File: src/rtl/mycore_video_pkg.sv
// Shared raster geometry for the mycore video path, plus the timing bundle
// that travels with each pixel position.
package mycore_video_pkg;

    localparam int unsigned CE_DIV       = 8;
    localparam int unsigned H_ACTIVE     = 320;
    localparam int unsigned H_FP         = 8;
    localparam int unsigned H_SYNC       = 32;
    localparam int unsigned H_TOTAL      = 384;
    localparam int unsigned V_ACTIVE     = 240;
    localparam int unsigned V_TOTAL_NTSC = 262;
    localparam int unsigned V_TOTAL_PAL  = 312;
    localparam int unsigned V_SYNC_NTSC  = 244;
    localparam int unsigned V_SYNC_PAL   = 270;
    localparam int unsigned V_SYNC_LEN   = 3;

    typedef struct packed {
        logic [8:0] hcount;
        logic [8:0] vcount;
        logic       hblank;
        logic       hsync;
        logic       vblank;
        logic       vsync;
    } video_timing_t;

endpackage

File: src/rtl/mycore_ce_div.sv
// Pixel-enable divider: one-clk strobe every DIV clocks, or every DIV/2 when half is set.
module mycore_ce_div #(
    parameter int unsigned DIV = 8
) (
    input  logic clk,
    input  logic reset,
    input  logic half,
    output logic ce
);

    localparam int unsigned W = $clog2(DIV);

    logic [W-1:0] div;
    logic [W-1:0] last;

    assign last = half ? W'(DIV / 2 - 1) : W'(DIV - 1);
    assign ce   = (div == last);

    // NOTE: sequential state is written with non-blocking assignments so every
    // flop samples pre-edge values regardless of process evaluation order.
    always_ff @(posedge clk or posedge reset) begin
        if (reset)   div <= '0;
        else if (ce) div <= '0;
        else         div <= div + W'(1);
    end

endmodule

File: src/rtl/mycore_video_timing.sv
// Raster timing generator: pixel enable, h/v counters and blank/sync strobes,
// with NTSC/PAL frame geometry and a 31 kHz line-doubled mode.
module mycore_video_timing #(
    parameter int unsigned CE_DIV       = mycore_video_pkg::CE_DIV,
    parameter int unsigned H_ACTIVE     = mycore_video_pkg::H_ACTIVE,
    parameter int unsigned H_FP         = mycore_video_pkg::H_FP,
    parameter int unsigned H_SYNC       = mycore_video_pkg::H_SYNC,
    parameter int unsigned H_TOTAL      = mycore_video_pkg::H_TOTAL,
    parameter int unsigned V_ACTIVE     = mycore_video_pkg::V_ACTIVE,
    parameter int unsigned V_TOTAL_NTSC = mycore_video_pkg::V_TOTAL_NTSC,
    parameter int unsigned V_TOTAL_PAL  = mycore_video_pkg::V_TOTAL_PAL,
    parameter int unsigned V_SYNC_NTSC  = mycore_video_pkg::V_SYNC_NTSC,
    parameter int unsigned V_SYNC_PAL   = mycore_video_pkg::V_SYNC_PAL,
    parameter int unsigned V_SYNC_LEN   = mycore_video_pkg::V_SYNC_LEN
) (
    input  logic       clk,
    input  logic       reset,
    input  logic       pal,
    input  logic       scandouble,
    output logic       ce_pix,
    output logic [8:0] hcount,
    output logic [8:0] vcount,
    output logic       HBlank,
    output logic       HSync,
    output logic       VBlank,
    output logic       VSync,
    output logic       new_frame
);

    localparam logic [8:0] H_LAST   = 9'(H_TOTAL - 1);
    localparam logic [8:0] HB_START = 9'(H_ACTIVE);
    localparam logic [8:0] HS_START = 9'(H_ACTIVE + H_FP);
    localparam logic [8:0] HS_END   = 9'(H_ACTIVE + H_FP + H_SYNC);
    localparam logic [8:0] VB_START = 9'(V_ACTIVE);

    mycore_video_pkg::video_timing_t cur, nxt;

    logic       tick;
    logic       pal_l, sd_l, line_rep;
    logic       pal_n, line_end, v_step, frame_end;
    logic [8:0] v_last, vs_start, vs_end, h_n, v_n;

    mycore_ce_div #(.DIV(CE_DIV)) u_ce_div (
        .clk   (clk),
        .reset (reset),
        .half  (sd_l),
        .ce    (tick)
    );

    // NOTE: mode flops carry no reset value on purpose: they load the live inputs
    // on every edge while reset is held, and otherwise only at a frame boundary.
    always_ff @(posedge clk) begin
        if (reset || (tick && frame_end)) begin
            pal_l <= pal;
            sd_l  <= scandouble;
        end
    end

    // NOTE: every variable below gets a value on all paths, so no latch is inferred.
    always_comb begin
        line_end  = (cur.hcount == H_LAST);
        v_last    = pal_l ? 9'(V_TOTAL_PAL - 1) : 9'(V_TOTAL_NTSC - 1);
        v_step    = line_end && (!sd_l || line_rep);
        frame_end = v_step && (cur.vcount >= v_last);
        pal_n     = frame_end ? pal : pal_l;
        vs_start  = pal_n ? 9'(V_SYNC_PAL) : 9'(V_SYNC_NTSC);
        vs_end    = vs_start + 9'(V_SYNC_LEN);

        h_n = line_end ? 9'd0 : cur.hcount + 9'd1;
        if (frame_end)   v_n = 9'd0;
        else if (v_step) v_n = cur.vcount + 9'd1;
        else             v_n = cur.vcount;

        // Strobes decode the next position so they land on the same edge as the counters.
        nxt.hcount = h_n;
        nxt.vcount = v_n;
        nxt.hblank = (h_n >= HB_START);
        nxt.hsync  = (h_n >= HS_START) && (h_n < HS_END);
        nxt.vblank = (v_n >= VB_START);
        nxt.vsync  = (v_n >= vs_start) && (v_n < vs_end);
    end

    always_ff @(posedge clk or posedge reset) begin
        if (reset) begin
            cur       <= '0;
            line_rep  <= 1'b0;
            ce_pix    <= 1'b0;
            new_frame <= 1'b0;
        end else begin
            ce_pix    <= tick;
            new_frame <= tick && frame_end;
            if (tick) begin
                cur <= nxt;
                if (line_end) line_rep <= sd_l ? ~line_rep : 1'b0;
            end
        end
    end

    assign hcount = cur.hcount;
    assign vcount = cur.vcount;
    assign HBlank = cur.hblank;
    assign HSync  = cur.hsync;
    assign VBlank = cur.vblank;
    assign VSync  = cur.vsync;

endmodule
File: config.mk
export PLATFORM = sky130hd
export DESIGN_NAME = mycore_video_timing
export DESIGN_NICKNAME = d
export VERILOG_FILES = /design/src/rtl/mycore_video_pkg.sv /design/src/rtl/mycore_ce_div.sv /design/src/rtl/mycore_video_timing.sv
export SDC_FILE = /design/constraint.sdc
export NUM_CORES = 1
export LEC_CHECK = 0
export BUFFER_PORTS_ARGS = -buffer_cell sky130_fd_sc_hd__buf_2
export CAP_MARGIN = 20
export CORE_UTILIZATION = 30
export CTS_CLUSTER_SIZE = 28
export DETAILED_ROUTE_END_ITERATION = 8
export PLACE_DENSITY = 0.43
export SLEW_MARGIN = 20
export SYNTH_ARGS = -nofsm -noshare
export SYNTH_HDL_FRONTEND = slang
export SYNTH_SLANG_ARGS = --single-unit
File: constraint.sdc
create_clock -name clk -period 5.65 [get_ports clk]
set_clock_uncertainty 0.1 [all_clocks]
set_input_delay 0.2825 -clock clk [delete_from_list [all_inputs] [get_ports clk]]
set_output_delay 0.2825 -clock clk [all_outputs]
set_load 0.03 [all_outputs]
# Word-level counts from Yosys, hierarchy flattened
# Index checks and enable logic that the tools add are counted.
# word_totals
ff_bits	30
wordCells	44
# classes
add_sub_neg	4
n_lt_le_gt_ge	7
n_reduce_logical	9
eq_ne	2
bitwise	1
muxes	9
# ops
operator	n
9-bit two-way mux	4
9-bit by 1-bit adder with 9-bit output (second input constant)	2
9-bit >= comparator	2
9-bit >= comparator (second input constant)	2
9-bit by 2-bit adder with 9-bit output (second input constant)	1
9-bit equality test (second input constant)	1
9-bit by 8-bit >= comparator with 1-bit output (second input constant)	1
9-bit less-than comparator	1
9-bit less-than comparator (second input constant)	1
3-bit two-way mux	2
6-bit two-way mux	1
1-bit logical AND	5
3-bit by 1-bit adder with 3-bit output (second input constant)	1
3-bit equality test	1
1-bit logical OR	2
1-bit two-way mux	2
2-bit AND reduction	1
1-bit logical NOT	1
1-bit inverter	1

# Depth between registers and ports, before layout
# logic_depth
ltp_word	9
ltp_mapped	16

# Cells and area by module
# A second synthesis with hierarchy kept.
# unflattened
hier_cells	201
area_unflattened_um2	1936.9
# modules_own_cells
module	area_each_um2	cells_each	n_inst	seq_area_each_um2
mycore_video_timing	1810.5	191	1	685.7
mycore_ce_div	126.4	10	1	75.1

# Least setup slack after synthesis
# Ideal clock, no wire load.
# synth_timing
path_kind	register -> register
start	register cur (netlist bit vcount[5])
end	register cur (netlist bit VSync)
arrival_time_ns	3.287
stages_incl_launch_ff	11
slack_ns	2.195
n_path_buf	1
required_ns	5.482
cell_sequence	dfrtp_1 > ha_1 > o41a_1 > and2_1 > buf_2 > nand2_1 > mux2_2 > ha_1 > or4b_2 > a2111oi_2 > a32o_1
# synth_between
elab_chain_len	7
word_cells_on_any_way	11
cone_classes	add/sub (2); order compare (3); mux (4); reduce/logical (2)
# synth_lines
element	line_no	rtl
start, declared	mycore_video_timing.sv:36	mycore_video_pkg::video_timing_t cur, nxt;
start signal, assigned	mycore_video_timing.sv:93	cur <= nxt;
9-bit >= comparator	mycore_video_timing.sv:64	frame_end = v_step && (cur.vcount >= v_last);
1-bit logical AND	mycore_video_timing.sv:64	
1-bit two-way mux	mycore_video_timing.sv:65	pal_n = frame_end ? pal : pal_l;
9-bit two-way mux	mycore_video_timing.sv:66	vs_start = pal_n ? 9'(V_SYNC_PAL) : 9'(V_SYNC_NTSC);
9-bit by 2-bit adder with 9-bit output	mycore_video_timing.sv:67	vs_end = vs_start + 9'(V_SYNC_LEN);
9-bit less-than comparator	mycore_video_timing.sv:80	nxt.vsync = (v_n >= vs_start) && (v_n < vs_end);
1-bit logical AND (*)	mycore_video_timing.sv:80	
# Mark *: on every way between the ends. The rest lies on a longest branch, timed or not.
# A chain may end at the register's enable or synchronous reset.

# Final worst setup path
# layout_timing
start	register pal_l
end	register cur (netlist bit VSync)
# layout_between
elab_chain_len	8
word_cells_on_any_way	10
cone_classes	add/sub (1); order compare (3); mux (4); reduce/logical (2)
# layout_lines
element	line_no	rtl
start, declared	mycore_video_timing.sv:39	logic pal_l, sd_l, line_rep;
start signal, assigned	mycore_video_timing.sv:54	pal_l <= pal;
6-bit two-way mux	mycore_video_timing.sv:62	v_last = pal_l ? 9'(V_TOTAL_PAL - 1) : 9'(V_TOTAL_NTSC - 1);
9-bit >= comparator	mycore_video_timing.sv:64	
1-bit logical AND	mycore_video_timing.sv:64	
1-bit two-way mux	mycore_video_timing.sv:65	
9-bit two-way mux	mycore_video_timing.sv:66	
9-bit by 2-bit adder with 9-bit output	mycore_video_timing.sv:67	
9-bit less-than comparator	mycore_video_timing.sv:80	
1-bit logical AND (*)	mycore_video_timing.sv:80	
# Marks and branches as above.

==> flow_summary_export.csv <==
group,metric,value,unit
run_status,outcome,"finished clean",
worst_setup_path,cp-end-kind,"flip-flop",
cts,post-cts-setup-buffers,0,
worst_setup_path,start_kind,"flip-flop",
worst_setup_path,crit_path_start,"pal_l$_DFFE_PP_",
timing,period_minus_slack,3.65,ns
finish,num-nets-final,264,
yosys,ys_seq_elements,30,
detailed_routing,dr.pass1.iters,4,
worst_setup_path,regToRegSetupSlack,2.00,ns
floorplan,boundaryPins,28,
placed_design,port_buffers,27,
power,power.total,0.562,mW
cts,clockBufferDepth,2,
finish,ff_latch_area,761,µm²
cts,ctsResizeCount,0,
cts,cts_tree,"yes",
worst_setup_path,r2r_end,"VSync$_DFFE_PP0P_",
timing,whs,0.0691,ns
power,p_leak,1.08,nW
finish,area_growth,14.9,%
global_route,grt_pass1_vias,1562,
detailed_routing,route.final.wire_length,4700,µm
cts,clkTransAtPathRegs,0.07,ns
hold_path,worstHoldStart,"scandouble",
floorplan,fp-row-count,29,
power,powerDensity,249,nW/µm²
detailed_routing,vias_per_cell,5.19,
detailed_routing,first_iter_violations,91,
timing,setup_violations,0,
cts,ctsHoldBuffers,1,
yosys,avgSynthCellArea,8.83,µm²
yosys,yosysSeqAreaShare,0.386,
cts,cts_sinks,30,
timing,finalHoldViolCount,0,
cts,htree_levels,2,
worst_setup_path,worstRegToRegCells,12,
worst_setup_path,worst_ep_required_time,5.77,ns
finish,finish.utilization,0.356,
floorplan,core-area,6350,µm²
timing,max_freq,0.274,GHz
placed_design,place_ws,1.81,ns
yosys,synth_edf_count,2,
detailed_routing,routedWlPerCell,14.5,µm
worst_setup_path,r2r_start,"pal_l$_DFFE_PP_",
timing,setup_slack,2.00,ns
worst_setup_path,critical_path_class,"reg -> reg",
cts,root_buffer,"clkbuf_8",
global_route,grt_antenna_before_repair,0,
floorplan,initial_utilization,0.310,
yosys,async_reset_ff_frac,0.933,
floorplan,die_area,6890,µm²
floorplan,chipWidth,83.0,µm
placed_design,dpl.hpwl,3290,µm
run,maxCapViolations,0,
global_route,overflow,0,
timing,period_share,0.646,
detailed_routing,dr_total_vias,1677,
placed_design,globalplace.congestion,0.725,
yosys,yosysUniqueCellTypes,51,
hold_path,hold_path_class,"in -> reg",
power,peakVddDrop,0.0000777,V
worst_setup_path,arrival,3.77,ns
timing,rsz0062_at_grt,"no",
finish,multi_input_area,1110,µm²
timing,tns,0,ns
timing,tightest_slew,0.754,ns
yosys,syn_nets,242,
timing,relSlewSlack,0.496,
finish,nFillCells,672,
finish,drive_above_1_share,0.179,
yosys,syn_inst,223,
yosys,ys.flop_type,"dfrtp_1",
global_route,grt_pass1_wl,8220,µm
worst_setup_path,critPathMaxFanout,13,
yosys,synth_area,1970,µm²
cts,cts_buffers,5,
cts,clock_latency,0.29,ns
timing,drv_slew,0,
floorplan,die_y,83.0,µm
yosys,yosysWarnings,0,
detailed_routing,ant_nets,0,
global_route,grt_max_degree,30,
global_route,grtUsageTotal,0.149,
detailed_routing,drc,0,
worst_setup_path,critical_path.endpoint,"VSync$_DFFE_PP0P_",
finish,diodes,0,
==> worst max-delay path, cell delays in order (launching register included) <==
cell and delay, ns:
edfxtp_1 0.43, inv_1 0.12, ha_1 0.29, a211oi_1 0.06, o21ai_0 0.20, and2_1 0.47, nand2_1 0.11, mux2_2 0.35
inv_1 0.08, ha_1 0.27, or4b_2 0.60, a2111oi_2 0.30, a32o_1 0.20
==> cell usage in the layout, fill, tap and decap left out, types with 3 or more instances in the layout <==
cell,instances
nor3_1,4
nand4b_1,3
o21ai_0,20
xnor2_1,4
dfrtp_1,28
a22o_1,4
clkbuf_8,6
buf_2,27
nor2_1,8
mux2_2,3
nand3_1,7
ha_1,15
a21oi_1,8
a211oi_1,4
a31oi_1,3
nand2_1,44
and3_1,6
nor2b_1,4
inv_1,7
==> metrics by stage <==
step / area (µm²) / cells
floorplan: 1970 / 223
global placement: 2130 / 314
detailed placement: 2130 / 314
CTS: 2260 / 323
global route: 2260 / 323
finish: 2260 / 323
==> how the worst min path moves through the flow <==
| stage | to | slack, ns | cells after the start |
|---|---|---|---|
| floorplan | HBlank$_DFFE_PP0P_ | 0.25 | 1 |
| global placement | hcount[1]$_DFFE_PP0P_ | 0.28 | 3 |
| detailed placement | hcount[0]$_DFFE_PP0P_ | 0.29 | 3 |
| CTS | sd_l$_DFFE_PP_ | 0.05 | 1 |
| global route | sd_l$_DFFE_PP_ | 0.06 | 1 |
| finish | sd_l$_DFFE_PP_ | 0.07 | 1 |
==> logic make-up after synthesis <==
group,Yosys count,share of synthesized area
adders and majority gates,15,0.0953
DFF,30,0.386
and+or+nand+nor,88,0.217
AOI/OAI and AO/OA,59,0.202
xor gates and xnor gates,5,0.0222
buffers and inverters,22,0.0546
muxes,4,0.0222
==> state kept, by name, summed over array words and instances, names as in the netlist <==
name and cells:
sd_l 1, VSync 1, HBlank 1, line_rep 1, VBlank 1, ce_pix 1
u_ce_div.div 3, vcount 9, pal_l 1, HSync 1, hcount 9, new_frame 1
==> synth_stat cells (2+ instances only) <==
library cell,n,area share
a211oi_1,4,0.015
a21o_1,2,0.0076
a21oi_1,8,0.020
a22o_1,4,0.018
a31oi_1,3,0.0095
a41oi_1,2,0.0089
and3_1,6,0.019
buf_2,5,0.013
buf_4,3,0.011
clkbuf_1,5,0.0095
dfrtp_1,28,0.36
edfxtp_1,2,0.030
ha_1,15,0.095
inv_1,7,0.013
mux2_2,3,0.017
nand2_1,44,0.084
nand3_1,7,0.018
nand4_1,2,0.0064
nand4b_1,3,0.013
nor2_1,8,0.015
nor2b_1,4,0.013
nor3_1,5,0.013
o211ai_1,2,0.0076
o21ai_0,20,0.051
or3_1,2,0.0064
xnor2_1,4,0.018
==> power by group <==
| group | internal, mW | switching [mW] | total, mW |
|---|---|---|---|
| Combinational | 0.0281 | 0.0532 | 0.0813 |
| Clock | 0.144 | 0.0836 | 0.227 |
| Sequential | 0.230 | 0.0236 | 0.254 |
| Total | 0.402 | 0.160 | 0.562 |
==> area by class of cell <==
cell class / instances / area share
tap: 77 / 0.0426
clock buffer: 7 / 0.0382
sequential: 30 / 0.336
multi-input combinational: 171 / 0.489
clock inverter: 1 / 0.0133
timing repair buffer: 29 / 0.0675
inverter: 8 / 0.0133
==> layer usage <==
metal  global-route usage  share of wire
met3               0.0358          0.031
met5                    0              0
met1                0.215           0.51
met4               0.0470          0.014
met2                0.217           0.44
Note: power is estimated with default switching activity, not from simulation.
